--- config.mk ---
export PLATFORM = sky130hd
export DESIGN_NAME = seq_alu
export DESIGN_NICKNAME = d
export VERILOG_FILES = /design/src/rtl/seq_alu.sv
export SDC_FILE = /design/constraint.sdc
export NUM_CORES = 1
export LEC_CHECK = 0
export ABC_AREA = 0
export CORE_MARGIN = 1
export CORE_UTILIZATION = 55
export DETAILED_ROUTE_END_ITERATION = 10
export HOLD_SLACK_MARGIN = 0.02
export PLACE_DENSITY = 0.75
export SYNTH_ARGS = -nofsm -noshare
export SYNTH_HDL_FRONTEND = slang
export SYNTH_SLANG_ARGS = --single-unit
--- constraint.sdc ---
create_clock -name clk -period 5.7 [get_ports clk]
set_input_delay 0.57 -clock clk [delete_from_list [all_inputs] [get_ports clk]]
set_output_delay 0.57 -clock clk [all_outputs]
set_load 0.01 [all_outputs]
--- src/rtl/seq_alu.sv ---
// seq_alu: sequential ALU, single-cycle ops plus an iterative Booth multiplier.
// Define SEQ_ALU_DIV_EN to build the restoring divider (DIV/FIX states); otherwise op 3 is illegal.
module seq_alu #(
  parameter int BITS    = 32,
  parameter int SH_BITS = 5
) (
  input  logic            clk,
  input  logic            clr_n,
  input  logic            start,
  input  logic [3:0]      op,
  input  logic [BITS-1:0] X,
  input  logic [BITS-1:0] Y,
  output logic            busy,
  output logic            done,
  output logic [BITS-1:0] result_hi,
  output logic [BITS-1:0] result_lo,
  output logic            div_by_zero,
  output logic            illegal_op
);

  typedef enum logic [2:0] {IDLE, MUL, DIV, FIX, DONE} state_t;

  localparam logic [3:0]         OP_MUL = 4'd2;
  localparam logic [3:0]         OP_DIV = 4'd3;
  localparam logic [SH_BITS-1:0] LAST   = SH_BITS'(BITS - 1);

  function automatic logic [BITS-1:0] f_single(input logic [3:0] f_op,
                                               input logic [BITS-1:0] a,
                                               input logic [BITS-1:0] b);
    logic [2*BITS-1:0]  dbl;
    logic [SH_BITS-1:0] amt;
    amt = b[SH_BITS-1:0];
    dbl = {a, a};
    case (f_op)
      4'd0:    f_single = a + b;
      4'd1:    f_single = a - b;
      4'd4:    f_single = a >> amt;
      4'd5:    f_single = a << amt;
      4'd6:    begin dbl = dbl >> amt; f_single = dbl[BITS-1:0]; end
      4'd7:    begin dbl = dbl << amt; f_single = dbl[2*BITS-1:BITS]; end
      4'd8:    f_single = a & b;
      4'd9:    f_single = a | b;
      4'd10:   f_single = '0 - a;
      4'd11:   f_single = ~a;
      4'd12:   f_single = b + BITS'(4);
      default: f_single = '0;
    endcase
  endfunction

  state_t                 r_state, w_next;
  logic                   r_req, w_accept, w_load, w_illegal, w_mul_step, w_step;
  logic [3:0]             r_op;
  logic signed [BITS-1:0] r_x, r_y;
  logic [SH_BITS-1:0]     r_cnt;
  logic signed [BITS:0]   r_acc, w_mc, w_sum, w_acc_n;
  logic [BITS-1:0]        r_mq, w_mq_n;
  logic                   r_qm1;
  logic [BITS-1:0]        r_hi, r_lo, w_res_hi, w_res_lo;
  logic                   r_dbz, r_ill, w_res_dbz, w_res_ill;

  // A request is registered for one cycle before the FSM leaves IDLE, so every op
  // pays one edge of decode; busy covers that cycle so no second request slips in.
  assign w_accept = clr_n && start && (r_state == IDLE) && !r_req;
  assign busy     = (r_state != IDLE) || r_req;
  assign done     = (r_state == DONE);
  assign w_load   = (w_next == DONE) && (r_state != DONE);

`ifdef SEQ_ALU_DIV_EN
  logic                   w_div_step, w_ge, r_sx, r_sy;
  logic [BITS-1:0]        r_rem, r_quo, r_dmag, w_rem_n, w_quo_n;
  logic [BITS:0]          w_shift;

  function automatic logic [BITS-1:0] f_mag(input logic signed [BITS-1:0] v);
    f_mag = v[BITS-1] ? -v : v;
  endfunction

  assign w_illegal = (r_op >= 4'd13);
  assign w_step    = w_mul_step || w_div_step;
  assign w_shift   = {r_rem, r_quo[BITS-1]};
  assign w_ge      = (w_shift >= {1'b0, r_dmag});
  assign w_rem_n   = w_ge ? BITS'(w_shift - {1'b0, r_dmag}) : w_shift[BITS-1:0];
  assign w_quo_n   = {r_quo[BITS-2:0], w_ge};

  always_ff @(posedge clk) begin
    if (w_accept) begin
      r_quo  <= f_mag(X);
      r_dmag <= f_mag(Y);
      r_rem  <= '0;
      r_sx   <= X[BITS-1];
      r_sy   <= Y[BITS-1];
    end else if (w_div_step) begin
      r_rem  <= w_rem_n;
      r_quo  <= w_quo_n;
    end
  end
`else
  assign w_illegal = (r_op >= 4'd13) || (r_op == OP_DIV);
  assign w_step    = w_mul_step;
`endif

  always_comb begin
    w_next     = r_state;
    w_mul_step = 1'b0;
`ifdef SEQ_ALU_DIV_EN
    w_div_step = 1'b0;
`endif
    case (r_state)
      IDLE: if (r_req) begin
        if (r_op == OP_MUL) begin
          w_next     = MUL;
          w_mul_step = 1'b1;
        end
`ifdef SEQ_ALU_DIV_EN
        else if ((r_op == OP_DIV) && (r_y != '0)) begin
          w_next     = DIV;
          w_div_step = 1'b1;
        end
`endif
        else w_next = DONE;
      end
      MUL: begin
        w_mul_step = 1'b1;
        if (r_cnt == LAST) w_next = DONE;
      end
`ifdef SEQ_ALU_DIV_EN
      DIV: begin
        w_div_step = 1'b1;
        if (r_cnt == LAST) w_next = FIX;
      end
      FIX:     w_next = DONE;
`endif
      DONE:    w_next = IDLE;
      default: w_next = IDLE;
    endcase
  end

  // Radix-2 Booth step; accumulator is one bit wider so -X of the most negative X fits.
  assign w_mc = {r_x[BITS-1], r_x};
  always_comb begin
    case ({r_mq[0], r_qm1})
      2'b01:   w_sum = r_acc + w_mc;
      2'b10:   w_sum = r_acc - w_mc;
      default: w_sum = r_acc;
    endcase
  end
  assign w_acc_n = {w_sum[BITS], w_sum[BITS:1]};
  assign w_mq_n  = {w_sum[0], r_mq[BITS-1:1]};

  always_comb begin
    w_res_lo  = f_single(r_op, r_x, r_y);
    w_res_hi  = {BITS{w_res_lo[BITS-1]}};
    w_res_dbz = 1'b0;
    w_res_ill = w_illegal;
    if (r_state == MUL) begin
      w_res_hi  = w_acc_n[BITS-1:0];
      w_res_lo  = w_mq_n;
      w_res_ill = 1'b0;
    end
`ifdef SEQ_ALU_DIV_EN
    else if (r_state == FIX) begin
      w_res_hi  = r_sx ? -r_rem : r_rem;
      w_res_lo  = (r_sx ^ r_sy) ? -r_quo : r_quo;
      w_res_ill = 1'b0;
    end else if (r_op == OP_DIV) begin
      w_res_hi  = r_x;
      w_res_lo  = '1;
      w_res_dbz = 1'b1;
    end
`endif
  end

  always_ff @(posedge clk) begin
    if (!clr_n) begin
      r_state <= IDLE;
      r_req   <= 1'b0;
      r_cnt   <= '0;
      r_hi    <= '0;
      r_lo    <= '0;
      r_dbz   <= 1'b0;
      r_ill   <= 1'b0;
    end else begin
      r_state <= w_next;
      r_req   <= w_accept;
      if (w_accept)    r_cnt <= '0;
      else if (w_step) r_cnt <= r_cnt + 1'b1;
      if (w_load) begin
        r_hi  <= w_res_hi;
        r_lo  <= w_res_lo;
        r_dbz <= w_res_dbz;
        r_ill <= w_res_ill;
      end
    end
  end

  always_ff @(posedge clk) begin
    if (w_accept) begin
      r_op  <= op;
      r_x   <= X;
      r_y   <= Y;
      r_acc <= '0;
      r_mq  <= Y;
      r_qm1 <= 1'b0;
    end else if (w_mul_step) begin
      r_acc <= w_acc_n;
      r_mq  <= w_mq_n;
      r_qm1 <= r_mq[0];
    end
  end

  assign result_hi   = r_hi;
  assign result_lo   = r_lo;
  assign div_by_zero = r_dbz;
  assign illegal_op  = r_ill;

endmodule

# [Word-level counts from Yosys, hierarchy flattened]
# Index checks and enable logic that the tools add are counted.
[word_totals] output_inout_bits=68 regBits=207
[op_classes] shift=4 reduce_logical=12 n_eq_ne=19 n_lt_le_gt_ge=1 add_sub_neg=7 n_bitwise=4 mux=14
[ops] op="one-hot mux 32 bit (11 select lines)" n=1
[ops] op="2-to-1 mux 32 bit" n=4
[ops] op="one-hot mux 33 bit (2 select lines)" n=1
[ops] op="<< shifter 64 x 5 -> 64 bit" n=1
[ops] op="right shift 64 x 5 -> 32 bit" n=1
[ops] op="adder 32 x 32 -> 33 bit" n=1
[ops] op="subtractor 32 x 32 -> 33 bit" n=1
[ops] op="adder 32 x 3 -> 32 bit, second input constant" n=1
[ops] op="adder 32 bit" n=1
[ops] op="bitwise AND 32 bit" n=1
[ops] op="inverter 32 bit" n=1
[ops] op="OR 32 bit" n=1
[ops] op="<< shifter 32 x 5 -> 32 bit" n=1
[ops] op="right shift 32 x 5 -> 32 bit" n=1
[ops] op="subtractor 1 x 32 -> 32 bit, first input constant" n=1
[ops] op="subtractor 32 bit" n=1
[ops] op="== test 4 bit, second input constant" n=5
[ops] op="== test 4 x 3 -> 1 bit, second input constant" n=4
[ops] op="2-to-1 mux 3 bit" n=3
[ops] op="== test 4 x 2 -> 1 bit, second input constant" n=2
[ops] op="== test 3 bit, second input constant" n=2
[ops] op="one-hot mux 3 bit (2 select lines)" n=1
[ops] op="adder 5 x 1 -> 5 bit, second input constant" n=1
[ops] op="== test 5 bit, second input constant" n=1
[ops] op="other kinds (17)" n=23

# [Longest topological paths before layout]
[logic_depth] depth_word=6 mapped_depth=23 ltp_nobuf=19

# [Worst setup path after synthesis]
# Ideal clock, no wire load.
[synth_path] path_type="flip-flop to flip-flop" start="register r_y[2]" end="register r_hi[14] (netlist: result_hi[14])" synth_period_minus_slack_ns=5.129 required_time_ns=5.581 arrival_time_ns=5.010 setup_slack_ns=0.571 path_stages_with_launch=23 path_cell_list="edfxtp_1 -> clkbuf_1 -> inv_1 -> buf_1 -> clkbuf_1 -> clkbuf_1 -> ha_1 -> nand3_1 -> nor2b_1 -> nand2_1 -> or4_1 -> o31ai_1 -> xor2_1 -> ha_1 -> a21o_1 -> a21o_1 -> a21oi_1 -> o2111ai_1 -> o21ai_0 -> o41a_1 -> nand2_2 -> buf_6 -> o221a_2"
[synth_between] elab_chain_len=3
[synth_lines] item="start, declared" line_no="53" rtl="logic signed [BITS-1:0] r_x, r_y;"
[synth_lines] item="start signal, assigned" line_no="199" rtl="r_y <= Y;"
[synth_lines] item="adder 32 x 3 -> 32 bit (tied with other cells)" line_no="45" rtl="4'd12: f_single = b + BITS'(4);"
[synth_lines] item="one-hot mux 32 bit (11 select lines) *" line_no="34" rtl="case (f_op)"
[synth_lines] item="2-to-1 mux 32 bit *" line_no="154" rtl="if (r_state == MUL) begin"
[synth_lines] item="end signal, assigned" line_no="187" rtl="r_hi <= w_res_hi;"
[synth_lines] item="end, declared" line_no="58" rtl="logic [BITS-1:0] r_hi, r_lo, w_res_hi, w_res_lo;"
# Every way passes the cells marked *; elsewhere a longest branch is shown, timed or not.
# A chain may end at the register's enable or synchronous reset.

# [Worst setup path in the final report]
[layout_path] start="register r_x[13]" end="register r_hi[31] (netlist: result_hi[31])"
[layout_between] elab_chain_len=3
[layout_lines] item="start, declared" line_no="53"
[layout_lines] item="start signal, assigned" line_no="198" rtl="r_x <= X;"
[layout_lines] item="subtractor 1 x 32 -> 32 bit (tied with other cells)" line_no="43" rtl="4'd10: f_single = '0 - a;"
[layout_lines] item="one-hot mux 32 bit (11 select lines) / one-hot mux 33 bit (2 select lines) (equally long branches)" line_no="34, 140"
[layout_lines] item="2-to-1 mux 32 bit *" line_no="154"
# Marks and branches as above.

==> out/results.ini <==
[global_route]
grt_max_degree=86
grt_antenna_before_repair=1
grt_pass1_wl_um=129000
grt_pass1_vias=19844
grt_usage_pct=48.4
grt_overflow=0

[sta]
finalCriticalPeriod_ps=5490
setup_violations=0
rsz0062_at_grt=no
finClkSkew_ps=48.3
hold_viol_final=0
timing.hold.ws_ps=457
fin_crit_sh_pct=96.3
slew_headroom_pct=8.46
setup_tns_ps=0
fmax_mhz=182
setup_slack_ps=210
tightest_slew_ps=1360
drv_slew=0

[critical_path]
worst_setup_path_end_kind=register
path_max_fanout=6
required_ps=6210
r2r_start=r_x[13]
crit_type=reg -> reg
cp_data_arrival_time_ps=6000
crit_path_start=r_x[13]
cp-start-kind=register

[worst_hold_path]
min_from=clr_n
hp-class=in -> reg

[cts]
numCtsBuffers=24
path_clk_slew_ps=70
post_cts_buffers=0
post_cts_resized=0
clkSinkCount=207
htreeDepth=1
root_buffer=clkbuf_16
cts.hold.buffers_added=0
clk_latency_ps=590
clockBufferDepth=3
cts_tree=done

[floorplan]
core_area_um2=34600
start_util_pct=56.1
die_h_um=190
dieWidth_um=190
num_rows=68
die-area_um2=36100
ioPinCount=139

[synthesis]
synth_seq_area_share_pct=26.5
avgSynthCellArea_um2=7.91
synth_area_um2=19400
yosys.area.top_type=edfxtp_1
ys_async_sr_fraction_pct=0
syn_inst=2456
synth-edff-count=100
synth_flop_cell=dfxtp_1
ys_types=90
synth_top_cell_area_share_pct=15.5
synth_seq_cells=207
yosys_warnings=0
synth_area_leaders=edfxtp_1 15%, dfxtp_1 11%, mux4_2 6.3%, nand2_1 5.8%, a21oi_1 5.2%

[place]
dpl.hpwl_um=64500
pre_cts_ws_ps=309
port_buffers=137
placed_cell_area_um2=21200
place_inst=2917
place.gp.congestion=1.09

[power_and_ir_drop]
ir_worst_vdd_mv=0.237
power_mw=4.12
powerDensity_nw_per_um2=188
p_leak_nw=8.07

[final_layout]
final_util_pct=63.4
final_area_um2=22000
drive_gt1_share_pct=9.78
register_area_um2=5140
fill_cells=2960
multi_input_area_um2=13300
area_growth_pct=13.1
finalNonFillerCells=2961
fin_nets=2634

[route]
wire_per_inst_um=30.1
firstDrtPassIters=8
ant_nets=0
finalWirelength_um=89100
num_vias=21507
drcViolationCount=0
vias_per_cell=7.26
drtIter0Drc=3421

[outcome]
outcome=finished clean

[run]
maxCapViolations=0

[cells in the final DEF, fill, tap and decap left out, types with 20 or more instances in the layout]
cell type        netlist  final
nand2_1              301    301
nor2_1               246    246
a21oi_1              203    203
o21ai_0              178    178
clkdlybuf4s50_1        0    136
dfxtp_1              107    107
edfxtp_1             100    100
nand3_1               90     89
buf_4                  3     87
xnor2_1               82     82
mux2i_1               75     75
ha_1                  73     73
xor2_1                66     66
nor3_1                64     61
mux4_2                54     54
inv_1                 40     39
o22ai_1               29     29
a211oi_1              29     29
a31oi_1               28     28
a2111oi_0             27     27
o211ai_1              27     27
clkbuf_16              0     25
o221ai_1              23     23
nand2b_1              24     22
or3_1                 21     21
a21o_1                20     20
[critical path, stage by stage (launching register included)]
cell and delay (ps):
edfxtp_1 530, nor4_2 750, nand4b_1 390, nand2b_1 530
nor3_1 430, nor3b_1 630, nor2_1 110, xnor2_1 210
ha_1 480, nand3_1 150, nor3_1 170, o21ai_0 160
a31oi_1 240, nand3_1 150, or3_1 370, o211ai_1 100
[flip-flops by register name, indices dropped and copies added (netlist names)]
signal	cells
illegal_op	1
r_acc	32
r_cnt	5
r_mq	32
r_op	4
r_qm1	1
r_req	1
r_state	3
r_x	32
r_y	32
result_hi	32
result_lo	32
[final timing paths]
check                        to  slack (ps)  depth (start not counted)
setup / recovery  result_hi[31]         210                         15
hold / removal     result_lo[8]         460                          3
setup reg to reg  result_hi[31]         210                         15
hold reg to reg        r_cnt[4]         480                          2
[layer usage]
layer  track usage [%]  vias up  share of wire [%]
li1                  -     9195                  -
met1              58.2     9993                 35
met2              71.3     1833                 41
met3              16.7      486                 14
met4              35.9        0                9.5
met5             0.962        -                  0
[cells by family (layout without fill, tap and decap cells)]
family / after synthesis / in the layout / synth area share, %
XOR/XNOR: 148 / 148 / 6.67
buffers and inverters: 264 / 311 / 5.43
flip-flops: 207 / 207 / 26.5
other: 1 / 4 / 0.0193
multiplexers: 139 / 139 / 10.7
AND/OR/NAND/NOR: 890 / 890 / 21.3
AO/OA/AOI/OAI: 730 / 730 / 24.4
adder cells (fa/ha/maj): 77 / 77 / 5.01
[Yosys cell counts (9+ instances only)]
cell and instances:
o22ai_1 29, nand3_1 90, or3_1 21, buf_1 26, mux2i_1 75, nor2b_1 12
nand2_1 301, ha_1 73, a21o_1 20, o221a_2 16, xor2_1 66, edfxtp_1 100
o21bai_1 11, nor2_1 246, inv_1 40, o21ai_0 178, o211ai_1 27, o221ai_1 23
nor3b_1 16, or2_2 12, o31ai_1 19, buf_2 18, mux4_2 54, a21oi_1 203
clkbuf_1 170, nor4_1 20, o21a_1 17, nand4_1 19, a2111oi_0 27, mux2_2 10
nor3_1 64, a31oi_1 28, o311ai_0 9, a221oi_1 9, nand2b_1 24, and3_1 16
xnor2_1 82, dfxtp_1 107, a211oi_1 29
[power breakdown]
group,internal [mW],switching [mW],total [mW]
Clock,0.846,0.697,1.54
Combinational,0.347,0.572,0.919
Sequential,1.61,0.0555,1.66
Total,2.80,1.33,4.12
[cell type report]
class	count	share of cell area, %
clock buffers	32	3.10
clock inverters	10	0.364
well taps	455	2.59
diodes	2	0.0228
inverters	43	0.746
multi-input cells	1986	60.4
flip-flops and latches	207	23.4
repair buffers	226	9.37
(Power assumes the default switching activity.)
